$ cat src/rtl/arp_tx_if.sv
// Request/address side and PHY transmit side of the ARP frame transmitter.
// The ARP control logic drives the master side; the transmitter is the slave.
interface arp_tx_if #(
    parameter int DATA_W = 8
);
    logic              tx_req;
    logic              tx_ready;
    logic              tx_op;
    logic [47:0]       local_mac;
    logic [31:0]       local_ip;
    logic [47:0]       tgt_mac;
    logic [31:0]       tgt_ip;
    logic              tx_en;
    logic [DATA_W-1:0] txd;
    logic              tx_busy;
    logic              tx_done;

    modport master (
        output tx_req, tx_op, local_mac, local_ip, tgt_mac, tgt_ip,
        input  tx_ready, tx_en, txd, tx_busy, tx_done
    );

    modport slave (
        input  tx_req, tx_op, local_mac, local_ip, tgt_mac, tgt_ip,
        output tx_ready, tx_en, txd, tx_busy, tx_done
    );
endinterface

$ cat src/rtl/arp_tx_param.sv
// Parametrised ARP frame transmitter: preamble/SFD, Ethernet+ARP header, zero pad
// and CRC-32 FCS, on an 8-bit GMII or 4-bit MII transmit interface.
module arp_tx_param #(
    parameter int DATA_W       = 8,
    parameter int MIN_PAYLOAD  = 46,
    parameter int IFG_CYCLES   = 12,
    parameter int PREAMBLE_LEN = 7
) (
    input  logic       clk,
    input  logic       rst_n,
    arp_tx_if.slave    bus
);

    typedef enum logic [2:0] {IDLE, PRE, BODY, FCS, IFG} state_t;

    localparam logic [7:0] PRE_LAST  = 8'(PREAMBLE_LEN);
    localparam logic [7:0] BODY_LAST = 8'(13 + MIN_PAYLOAD);
    localparam logic [7:0] IFG_LAST  = 8'(IFG_CYCLES - 1);

    state_t        state, state_nxt;
    logic [7:0]    bcnt;
    logic [7:0]    ifg_cnt;
    logic          ph;
    logic [31:0]   crc;
    logic [31:0]   fcs;
    logic [335:0]  hdr;
    logic [7:0]    cur_byte;
    logic          accept;
    logic          sending;
    logic          beat_end;

    function automatic logic [31:0] crc_byte(input logic [31:0] c, input logic [7:0] d);
        logic [31:0] r;
        r = c ^ {24'h0, d};
        for (int i = 0; i < 8; i++)
            r = r[0] ? ((r >> 1) ^ 32'hEDB88320) : (r >> 1);
        return r;
    endfunction

    assign accept   = bus.tx_req && (state == IDLE);
    assign sending  = (state == PRE) || (state == BODY) || (state == FCS);
    assign beat_end = (DATA_W == 8) ? 1'b1 : ph;
    assign fcs      = ~crc;

    always_ff @(posedge clk or negedge rst_n) begin
        if (!rst_n) state <= IDLE;
        else        state <= state_nxt;
    end

    always_comb begin
        state_nxt = state;
        case (state)
            IDLE: if (accept) state_nxt = PRE;
            PRE:  if (beat_end && bcnt == PRE_LAST) state_nxt = BODY;
            BODY: if (beat_end && bcnt == BODY_LAST) state_nxt = FCS;
            FCS:  if (beat_end && bcnt == 8'd3) state_nxt = IFG;
            IFG:  if (ifg_cnt == IFG_LAST) state_nxt = IDLE;
            default: state_nxt = IDLE;
        endcase
    end

    // ph selects the nibble in MII mode; a byte completes on the high nibble
    always_ff @(posedge clk or negedge rst_n) begin
        if (!rst_n) begin
            bcnt    <= 8'd0;
            ph      <= 1'b0;
            ifg_cnt <= 8'd0;
            crc     <= 32'hFFFFFFFF;
        end else begin
            ph      <= (DATA_W == 4 && sending) ? ~ph : 1'b0;
            ifg_cnt <= (state == IFG) ? ifg_cnt + 8'd1 : 8'd0;
            if (state_nxt != state)
                bcnt <= 8'd0;
            else if (sending && beat_end)
                bcnt <= bcnt + 8'd1;
            if (accept)
                crc <= 32'hFFFFFFFF;
            else if (state == BODY && beat_end)
                crc <= crc_byte(crc, cur_byte);
        end
    end

    // Header is latched pre-arranged and shifted out; zeros shifted in form the pad
    always_ff @(posedge clk) begin
        if (accept)
            hdr <= {bus.tx_op ? bus.tgt_mac : 48'hFFFF_FFFF_FFFF,
                    bus.local_mac, 16'h0806,
                    16'h0001, 16'h0800, 8'h06, 8'h04,
                    8'h00, bus.tx_op ? 8'h02 : 8'h01,
                    bus.local_mac, bus.local_ip,
                    bus.tx_op ? bus.tgt_mac : 48'h0, bus.tgt_ip};
        else if (state == BODY && beat_end)
            hdr <= {hdr[327:0], 8'h00};
    end

    always_comb begin
        cur_byte = 8'h00;
        case (state)
            PRE:  cur_byte = (bcnt == PRE_LAST) ? 8'hD5 : 8'h55;
            BODY: cur_byte = hdr[335:328];
            FCS: begin
                case (bcnt[1:0])
                    2'd0:    cur_byte = fcs[7:0];
                    2'd1:    cur_byte = fcs[15:8];
                    2'd2:    cur_byte = fcs[23:16];
                    default: cur_byte = fcs[31:24];
                endcase
            end
            default: cur_byte = 8'h00;
        endcase
    end

    assign bus.tx_ready = (state == IDLE);
    assign bus.tx_busy  = (state != IDLE);
    assign bus.tx_en    = sending;
    assign bus.tx_done  = (state == IFG) && (ifg_cnt == 8'd0);

    generate
        if (DATA_W == 8) begin : g_gmii
            assign bus.txd = sending ? cur_byte : 8'h00;
        end else begin : g_mii
            assign bus.txd = sending ? (ph ? cur_byte[7:4] : cur_byte[3:0]) : 4'h0;
        end
    endgenerate

endmodule

$ cat src/flat_wrapper.sv
// flat-port wrapper written by rule: the top's interface ports become plain ports
module arp_tx_param_flat 
#(
    parameter int DATA_W       = 8,
    parameter int MIN_PAYLOAD  = 46,
    parameter int IFG_CYCLES   = 12,
    parameter int PREAMBLE_LEN = 7
)
  (clk, rst_n, bus_tx_req, bus_tx_op, bus_local_mac, bus_local_ip, bus_tgt_mac, bus_tgt_ip, bus_tx_ready, bus_tx_en, bus_txd, bus_tx_busy, bus_tx_done);
  arp_tx_if #(.DATA_W(DATA_W)) bus_i ();
  input  logic clk;
  input  logic rst_n;
  input wire logic [$bits(bus_i.tx_req)-1:0] bus_tx_req;
  input wire logic [$bits(bus_i.tx_op)-1:0] bus_tx_op;
  input wire logic [$bits(bus_i.local_mac)-1:0] bus_local_mac;
  input wire logic [$bits(bus_i.local_ip)-1:0] bus_local_ip;
  input wire logic [$bits(bus_i.tgt_mac)-1:0] bus_tgt_mac;
  input wire logic [$bits(bus_i.tgt_ip)-1:0] bus_tgt_ip;
  output wire logic [$bits(bus_i.tx_ready)-1:0] bus_tx_ready;
  output wire logic [$bits(bus_i.tx_en)-1:0] bus_tx_en;
  output wire logic [$bits(bus_i.txd)-1:0] bus_txd;
  output wire logic [$bits(bus_i.tx_busy)-1:0] bus_tx_busy;
  output wire logic [$bits(bus_i.tx_done)-1:0] bus_tx_done;
  assign bus_i.tx_req = bus_tx_req;
  assign bus_i.tx_op = bus_tx_op;
  assign bus_i.local_mac = bus_local_mac;
  assign bus_i.local_ip = bus_local_ip;
  assign bus_i.tgt_mac = bus_tgt_mac;
  assign bus_i.tgt_ip = bus_tgt_ip;
  assign bus_tx_ready = bus_i.tx_ready;
  assign bus_tx_en = bus_i.tx_en;
  assign bus_txd = bus_i.txd;
  assign bus_tx_busy = bus_i.tx_busy;
  assign bus_tx_done = bus_i.tx_done;
  arp_tx_param #(.DATA_W(DATA_W), .MIN_PAYLOAD(MIN_PAYLOAD), .IFG_CYCLES(IFG_CYCLES), .PREAMBLE_LEN(PREAMBLE_LEN)) u_core (.clk(clk), .rst_n(rst_n), .bus(bus_i));
endmodule
$ cat config.mk
export PLATFORM = sky130hd
export DESIGN_NAME = arp_tx_param_flat
export DESIGN_NICKNAME = d
export VERILOG_FILES = /design/src/rtl/arp_tx_if.sv /design/src/rtl/arp_tx_param.sv /design/src/flat_wrapper.sv
export SDC_FILE = /design/constraint.sdc
export NUM_CORES = 1
export LEC_CHECK = 0
export CAP_MARGIN = 20
export CORE_MARGIN = 1.5
export CORE_UTILIZATION = 61
export DETAILED_ROUTE_END_ITERATION = 10
export HOLD_SLACK_MARGIN = 0.02
export PLACE_DENSITY = 0.87
export SETUP_SLACK_MARGIN = 0.4
export SLEW_MARGIN = 40
export SYNTH_ARGS = -nofsm -noshare
export SYNTH_HDL_FRONTEND = slang
export SYNTH_SLANG_ARGS = --single-unit
$ cat constraint.sdc
create_clock -name clk -period 17.3 [get_ports clk]
set_clock_uncertainty 0.05 [all_clocks]
set_input_delay 1.73 -clock clk [delete_from_list [all_inputs] [get_ports clk]]
set_output_delay 1.73 -clock clk [all_outputs]
set_load 0.1 [all_outputs]
==> results by group, run 1 <==
Placed design
  – PortBufs: 175
  – DPL Wire Length: 23100 um
  – Routability cong.: 0.906
  – DP Worst Slack: 12.45 ns
  – Placed insts: 1773

Power and ir drop
  – Static Leakage: 8.32 nW
  – Max VDD drop: 0.0000818 V
  – PD cells: 94.6 mW/mm^2

Clock network
  – Root buffer cell: clkbuf_16
  – # hold bufs at CTS: 0
  – CTS Buf Count: 40
  – Clock Tree Buf Depth: 3
  – CTS tree: yes
  – Clk sinks: 387
  – Post CTS Setup Buffer Count: 0
  – Worst-skew pair later-pin latency: 0.53 ns
  – Resize count post-CTS: 0
  – CTS clk-pin slew, worst paths: 0.06 ns
  – CTS H-Tree Depth: 2

Logic synthesis
  – Async S/R FF share, synth: 13.2%
  – Seq cells post-synth: 387
  – Cells after Synth: 1347
  – Syn nets: 1517
  – Count leader, synth: edfxtp_1
  – Sequential fraction of the synthesis area: 63.7%
  – Post-synth top flop: edfxtp_1
  – Mapped Avg Cell Area: 12.5 sq um
  – List of most frequent post-synthesis cells: edfxtp_1 (264), nand2_1 (216), a22o_1 (200)
  – Post-synth EDFFs: 264
  – Top cell type's share of synthesized area: 47.2%
  – Count of cell types in the netlist: 55
  – Cell taking the most area after synthesis: edfxtp_1
  – Top post-synthesis cells by area: edfxtp_1 (47%), a22o_1 (10%), dfxtp_1 (8.6%)
  – Yosys warnings: 0
  – Synthesized cell area: 0.0168 sq mm

Critical path
  – Worst R2R Setup Slack: 13.70 ns
  – Cell Chain, Critical Path: inv_1 > ha_1 > nor2b_1 > a2111oi_0 > o22ai_1 > buf_2
  – Crit-path max cell delay: 0.61 ns
  – CP Buf/Inv Count: 2
  – Crit Path Max Fanout: 8
  – Crit path DAT: 2.91 ns
  – Crit-path leading delay family: compound AO/OA/AOI/OAI gates
  – CP Class: register to primary output
  – Data required time of the worst path: 15.52 ns
  – CP startpoint: u_core.bcnt[0]
  – Worst reg2reg startpoint: u_core.bcnt[0]
  – CP startpoint kind: register
  – CP endpoint kind: primary output
  – CP max-delay cell: a2111oi_0

Drt
  – Routed WL: 37900 um
  – Starting DRC count in detailed routing: 1268
  – Remaining DRCs: 0
  – Routed via count: 11300
  – DRT antenna net count: 0
  – Via density: 6.13
  – DR WL/cell: 20.5 um
  – Detailed Routing Iterations Pass 1: 5

Layout
  – Count of non-filler cells in the finished layout: 1848
  – Layout cells sized above 1: 9.70%
  – Final nets: 1644
  – Area added between synthesis and finish: 19.8%
  – # fillers: 1542

Floorplan
  – Ports: 176
  – Die Y: 169 um
  – Die extent in x: 169 um
  – Initial Util: 62.3%
  – Die area: 0.0285 sq mm
  – Core Area: 0.0270 sq mm
  – Placement Rows: 60

Hold path
  – Worst hold start: u_core.hdr[163]
  – HP Class: register to register

STA
  – Worst hold margin: 0.385 ns
  – Final Cycle Share: 27.1%
  – Setup TNS: 0 ns
  – Slew Viols, Final: 0
  – Post-layout minimum cycle time: 4.69 ns
  – Setup violators final: 0
  – Tightest Pin Transition: 0.749 ns
  – Fmax: 0.213 GHz
  – Slew headroom: 49.8%
  – RSZ-0062 raised after global routing: no
  – Fin. Hold Viols: 0
  – Setup ws final: 12.61 ns

Flow run
  – Max Cap Viol: 0

Run status
  – Status: complete, no violations

Global route
  – Remaining Overflow, GRT: 0
  – GRT Util Overall: 26.8%
  – Initial antenna violation count: 0
  – First-pass GRT wire length: 59200 um
  – Pin count of the biggest net entering global routing: 131
  – Vias in the first global route: 11000
[cell type report]
cell class | count | area (sq um) | area share, %
sequential | 387 | 10700 | 53.2
timing repair buffer | 188 | 1910 | 9.48
clock buffer | 55 | 1160 | 5.77
clock inverter | 18 | 181 | 0.903
multi-input combinational | 846 | 5700 | 28.3
tap | 341 | 427 | 2.12
antenna | 2 | 5.00 | 0.0249
inverter | 11 | 41.3 | 0.205
[placed cells by master, fill, tap and decap left out, types with 4 or more instances in the layout]
master | netlist | routed
a2111oi_0 | 5 | 5
a21oi_1 | 29 | 29
a22o_1 | 200 | 200
and2_1 | 8 | 7
and3_1 | 14 | 13
buf_12 | 0 | 4
buf_2 | 1 | 13
clkbuf_1 | 89 | 7
clkbuf_16 | 0 | 42
clkbuf_8 | 0 | 6
clkdlybuf4s50_1 | 0 | 162
clkinv_2 | 0 | 8
dfrtp_1 | 19 | 19
dfstp_2 | 32 | 32
dfxtp_1 | 72 | 72
edfxtp_1 | 264 | 264
ha_1 | 6 | 6
inv_1 | 11 | 11
nand2_1 | 216 | 214
nand3_1 | 71 | 71
nor2_1 | 38 | 38
nor2b_1 | 68 | 68
nor3_1 | 5 | 4
o21ai_0 | 69 | 69
o22ai_1 | 5 | 5
or4_1 | 4 | 4
xnor2_1 | 34 | 34
xnor3_1 | 15 | 15
xor2_1 | 16 | 16
xor2_2 | 5 | 5
[per-layer routing]
metal	global-route usage [%]	up-vias	share of wire, %
li1	-	5192	-
met4	9.90	0	2.9
met3	6.31	76	7.7
met2	44.9	419	50
met1	34.3	5636	39
met5	0	-	0
[per-stage QoR]
stage | power (mW) | util, % | instance area [sq um]
floorplan | 1.00 | - | 16800
global placement | 1.05 | 69.3 | 18700
detailed placement | 1.05 | 69.5 | 18700
CTS | 1.91 | 74.5 | 20100
global route | 1.95 | 74.6 | 20100
finish | 1.90 | 74.6 | 20100
[sequential cells by signal, summed over array words and instances (netlist names)]
name            count
u_core.bcnt         8
u_core.crc         32
u_core.hdr        336
u_core.ifg_cnt      8
u_core.state        3
[cells by family after synthesis]
kind of cell,synth area share [%]
simple gates,12.1
fa+ha+maj,0.447
xor+xnor,6.49
mux,0.0597
compound gates,14.5
buf+inv,2.67
flops,63.7
[final timing paths]
| path | endpoint | cells past startpoint |
|---|---|---|
| setup / recovery | bus_txd[4] | 6 |
| hold / removal | u_core.hdr[171] | 2 |
| setup reg to reg | u_core.crc[19] | 8 |
| hold reg to reg | u_core.hdr[171] | 2 |
| max in group asynchronous | u_core.crc[31] | 2 |
| min in group asynchronous | u_core.ifg_cnt[6] | 2 |
[where the power goes]
part	internal [mW]	switching, mW
clock network	0.516	0.354
logic	0.0357	0.0173
registers	0.978	0
[worst register-to-register path: cells and delay by family (launching register included)]
| family | cells | cell delay (ns) |
|---|---|---|
| flip-flops | 1 | 0.42 |
| AO/OA/AOI/OAI | 2 | 0.28 |
| XOR/XNOR | 3 | 1.47 |
| AND/OR/NAND/NOR | 2 | 0.68 |
| adder cells (fa/ha/maj) | 1 | 0.64 |
No activity file was read; power rests on OpenSTA's default activity.
==> run 2: changes to the inputs <==
- CORE_UTILIZATION: 61 -> 51
- PLACE_DENSITY: 0.87 -> 0.78
- clock period: 17.3 -> 3.9 ns (I/O delays scaled with it)
==> results by group, run 2 (same netlist as run 1, synthesis figures left out) <==
Clock network
  – CTS clk-pin slew, worst paths: 0.07 ns (about the same)
  – Clk sinks: 387 (unchanged)
  – CTS H-Tree Depth: 2 (unchanged)
  – Root buffer cell: clkbuf_16
  – Worst-skew pair later-pin latency: 0.55 ns (+0.02 ns)
  – Clock Tree Buf Depth: 3 (unchanged)
  – CTS tree: yes
  – CTS Buf Count: 40 (unchanged)

Global route
  – Vias in the first global route: 10700 (-2.4%)
  – GRT Util Overall: 22.5% (-4.3 points)
  – Initial antenna violation count: 6 (+6)
  – Pin count of the biggest net entering global routing: 214 (+63%)
  – First-pass GRT wire length: 59100 um (-0.28%)
  – Remaining Overflow, GRT: 0 (unchanged)

Critical path
  – Cell Chain, Critical Path: ha_1 > buf_4 > or4_1 > a32o_1 > xor2_4 > buf_4 > xnor2_4 > xnor3_1 > o22a_1
  – Worst R2R End: u_core.crc[18]
  – Worst r2r path cells: 9 (+1)
  – Crit-path leading delay family: XOR/XNOR gates
  – Worst R2R Setup Slack: 0.53 ns (-13.17 ns)
  – CP startpoint kind: register
  – Data required time of the worst path: 4.29 ns (-11.23 ns)
  – CP Buf/Inv Count: 2 (unchanged)
  – CP Class: register to register
  – CP max-delay cell: or4_1
  – Worst reg2reg startpoint: u_core.bcnt[0]
  – Crit path DAT: 3.76 ns (+0.85 ns)
  – CP dominant cell by count: buf_4
  – Crit-path max cell delay: 0.53 ns (-0.08 ns)
  – CP endpoint kind: register
  – Crit Path Max Fanout: 11 (+3)
  – CP startpoint: u_core.bcnt[0]

STA
  – Post-layout minimum cycle time: 3.37 ns
  – Tightest Pin Transition: 0.816 ns (+0.0669 ns)
  – Slew headroom: 45.6% (-4.2 points)
  – Fmax: 0.297 GHz
  – Setup TNS: 0 ns (unchanged)
  – Setup violators final: 0 (unchanged)
  – Fin. Hold Viols: 0 (unchanged)
  – Setup ws final: 0.529 ns (-12.08 ns)
  – RSZ-0062 raised after global routing: yes
  – Final Cycle Share: 86.4%
  – Slew Viols, Final: 0 (unchanged)

Hold path
  – WHS Endpoint: u_core.hdr[206]
  – Worst hold start: u_core.hdr[198]
  – Hold-critical path depth: 2 (unchanged)
  – HP Class: register to register

Placed design
  – DPL Wire Length: 23700 um (+2.6%)
  – DP Area: 0.0190 sq mm (+1.5%)
  – DP Worst Slack: 0.502 ns (-11.95 ns)
  – PortBufs: 175 (unchanged)
  – Routability cong.: 0.881 (-2.8%)

Floorplan
  – Core Area: 0.0325 sq mm (+20%)
  – Initial Util: 51.7% (-11 points)
  – Die area: 0.0340 sq mm (+19%)
  – Placement Rows: 66 (+10%)
  – Die Y: 184 um (+9.2%)
  – Die extent in x: 184 um (+9.2%)
  – Ports: 176 (unchanged)

Power and ir drop
  – PD cells: 413 mW/mm^2 (+340%)
  – Static Leakage: 8.43 nW (+1.4%)
  – Max VDD drop: 0.000316 V (+290%)
  – Total power: 8.45 mW (+340%)

Run status
  – Status: complete, no violations

Drt
  – Detailed Routing Iterations Pass 1: 5 (unchanged)
  – Via density: 5.60 (-8.6%)
  – DRT antenna net count: 0 (unchanged)
  – Remaining DRCs: 0 (unchanged)
  – Routed via count: 11000 (-2.9%)
  – Routed WL: 37700 um (-0.67%)
  – Starting DRC count in detailed routing: 926 (-27%)
  – DR WL/cell: 19.2 um (-6.5%)

Layout
  – Commonest non-fill, non-tap cells in the layout: edfxtp_1 (264), nand2_1 (214), a22o_1 (200)
  – Layout cells sized above 1: 10.9% (+1.2 points)
  – # fillers: 2405 (+56%)
  – Area added between synthesis and finish: 21.9%
  – Top Registers: u_core.hdr: 336 flops, u_core.crc: 32 flops
  – Register area: 0.0107 sq mm (unchanged)
  – Final nets: 1657 (+0.79%)
  – Biggest register: u_core.hdr
  – Footprint of the multi-input gates: 0.00576 sq mm (+1.1%)
  – Post-route design area: 0.0205 sq mm (+1.8%)
  – Largest register FFs: 336 (unchanged)
  – Commonest non-fill, non-tap cell in the layout: edfxtp_1

Flow run
  – Max Cap Viol: 0 (unchanged)
==> run 2: cell types whose count changed in the layout (fill, tap and decap cells not counted), moves of 3 or more <==
cell | before | now
o22ai_2 | 0 | 4
buf_6 | 3 | 0
o22ai_1 | 5 | 1
clkbuf_8 | 6 | 9
buf_2 | 13 | 1
buf_12 | 4 | 9
buf_4 | 3 | 27
==> run 2: layout make-up <==
type | count | area share (%)
Timing Repair Buffer | 201 | 10.0
Tap cell | 442 | 2.70
Multi-Input combinational cell | 846 | 28.2
Inverter | 11 | 0.202
Sequential cell | 387 | 52.2
Clock inverter | 19 | 1.05
Antenna cell | 3 | 0.0367
Clock buffer | 55 | 5.61
==> run 2: power breakdown <==
group | internal [mW] | switching [mW]
clock network | 2.28 | 1.60
registers | 4.34 | 0
logic | 0.159 | 0.0709
total | 6.78 | 1.67
==> run 2: metrics by stage <==
step                util [%]  instances  hold slack (ns)
detailed placement      58.6       1884            0.377
finish                  63.0       1964            0.349
floorplan                  -       1347           0.0444
CTS                     62.9       1959            0.351
global placement        58.6       1883            0.360
global route            63.0       1963            0.358
==> run 2: worst max-delay path by stage <==
stage	end	slack, ns	depth (start not counted)
global route	u_core.crc[17]	0.36	10
CTS	u_core.crc[20]	0.43	9
detailed placement	u_core.crc[20]	0.50	9
finish	u_core.crc[18]	0.53	9
floorplan	u_core.crc[24]	0.45	9
global placement	u_core.crc[19]	0.62	9
==> run 2: what timing repair did <==
action / in CTS / in global routing
setup endpoints to repair: 0 / 5
hold buffers: 1 / 0
hold endpoints to repair: 19 / 0
resized for setup: 0 / 3
setup buffers: 0 / 1
==> run 2: per-layer routing <==
layer / vias to the layer above / global-route usage (%) / share of wire [%] / wire length [um]
met5: - / 0 / 0.034 / 13
met4: 2 / 7.80 / 3.0 / 1120
met3: 67 / 5.28 / 7.5 / 2840
met2: 339 / 35.3 / 47 / 17700
met1: 5378 / 30.8 / 42 / 16000
li1: 5213 / - / - / -
==> run 2: worst reg2reg max path: stages (launching register included) <==
cell and delay, ns:
dfrtp_1 0.44, ha_1 0.35, buf_4 0.23, or4_1 0.54, a32o_1 0.35, xor2_4 0.21, buf_4 0.19, xnor2_4 0.35
xnor3_1 0.38, o22a_1 0.18
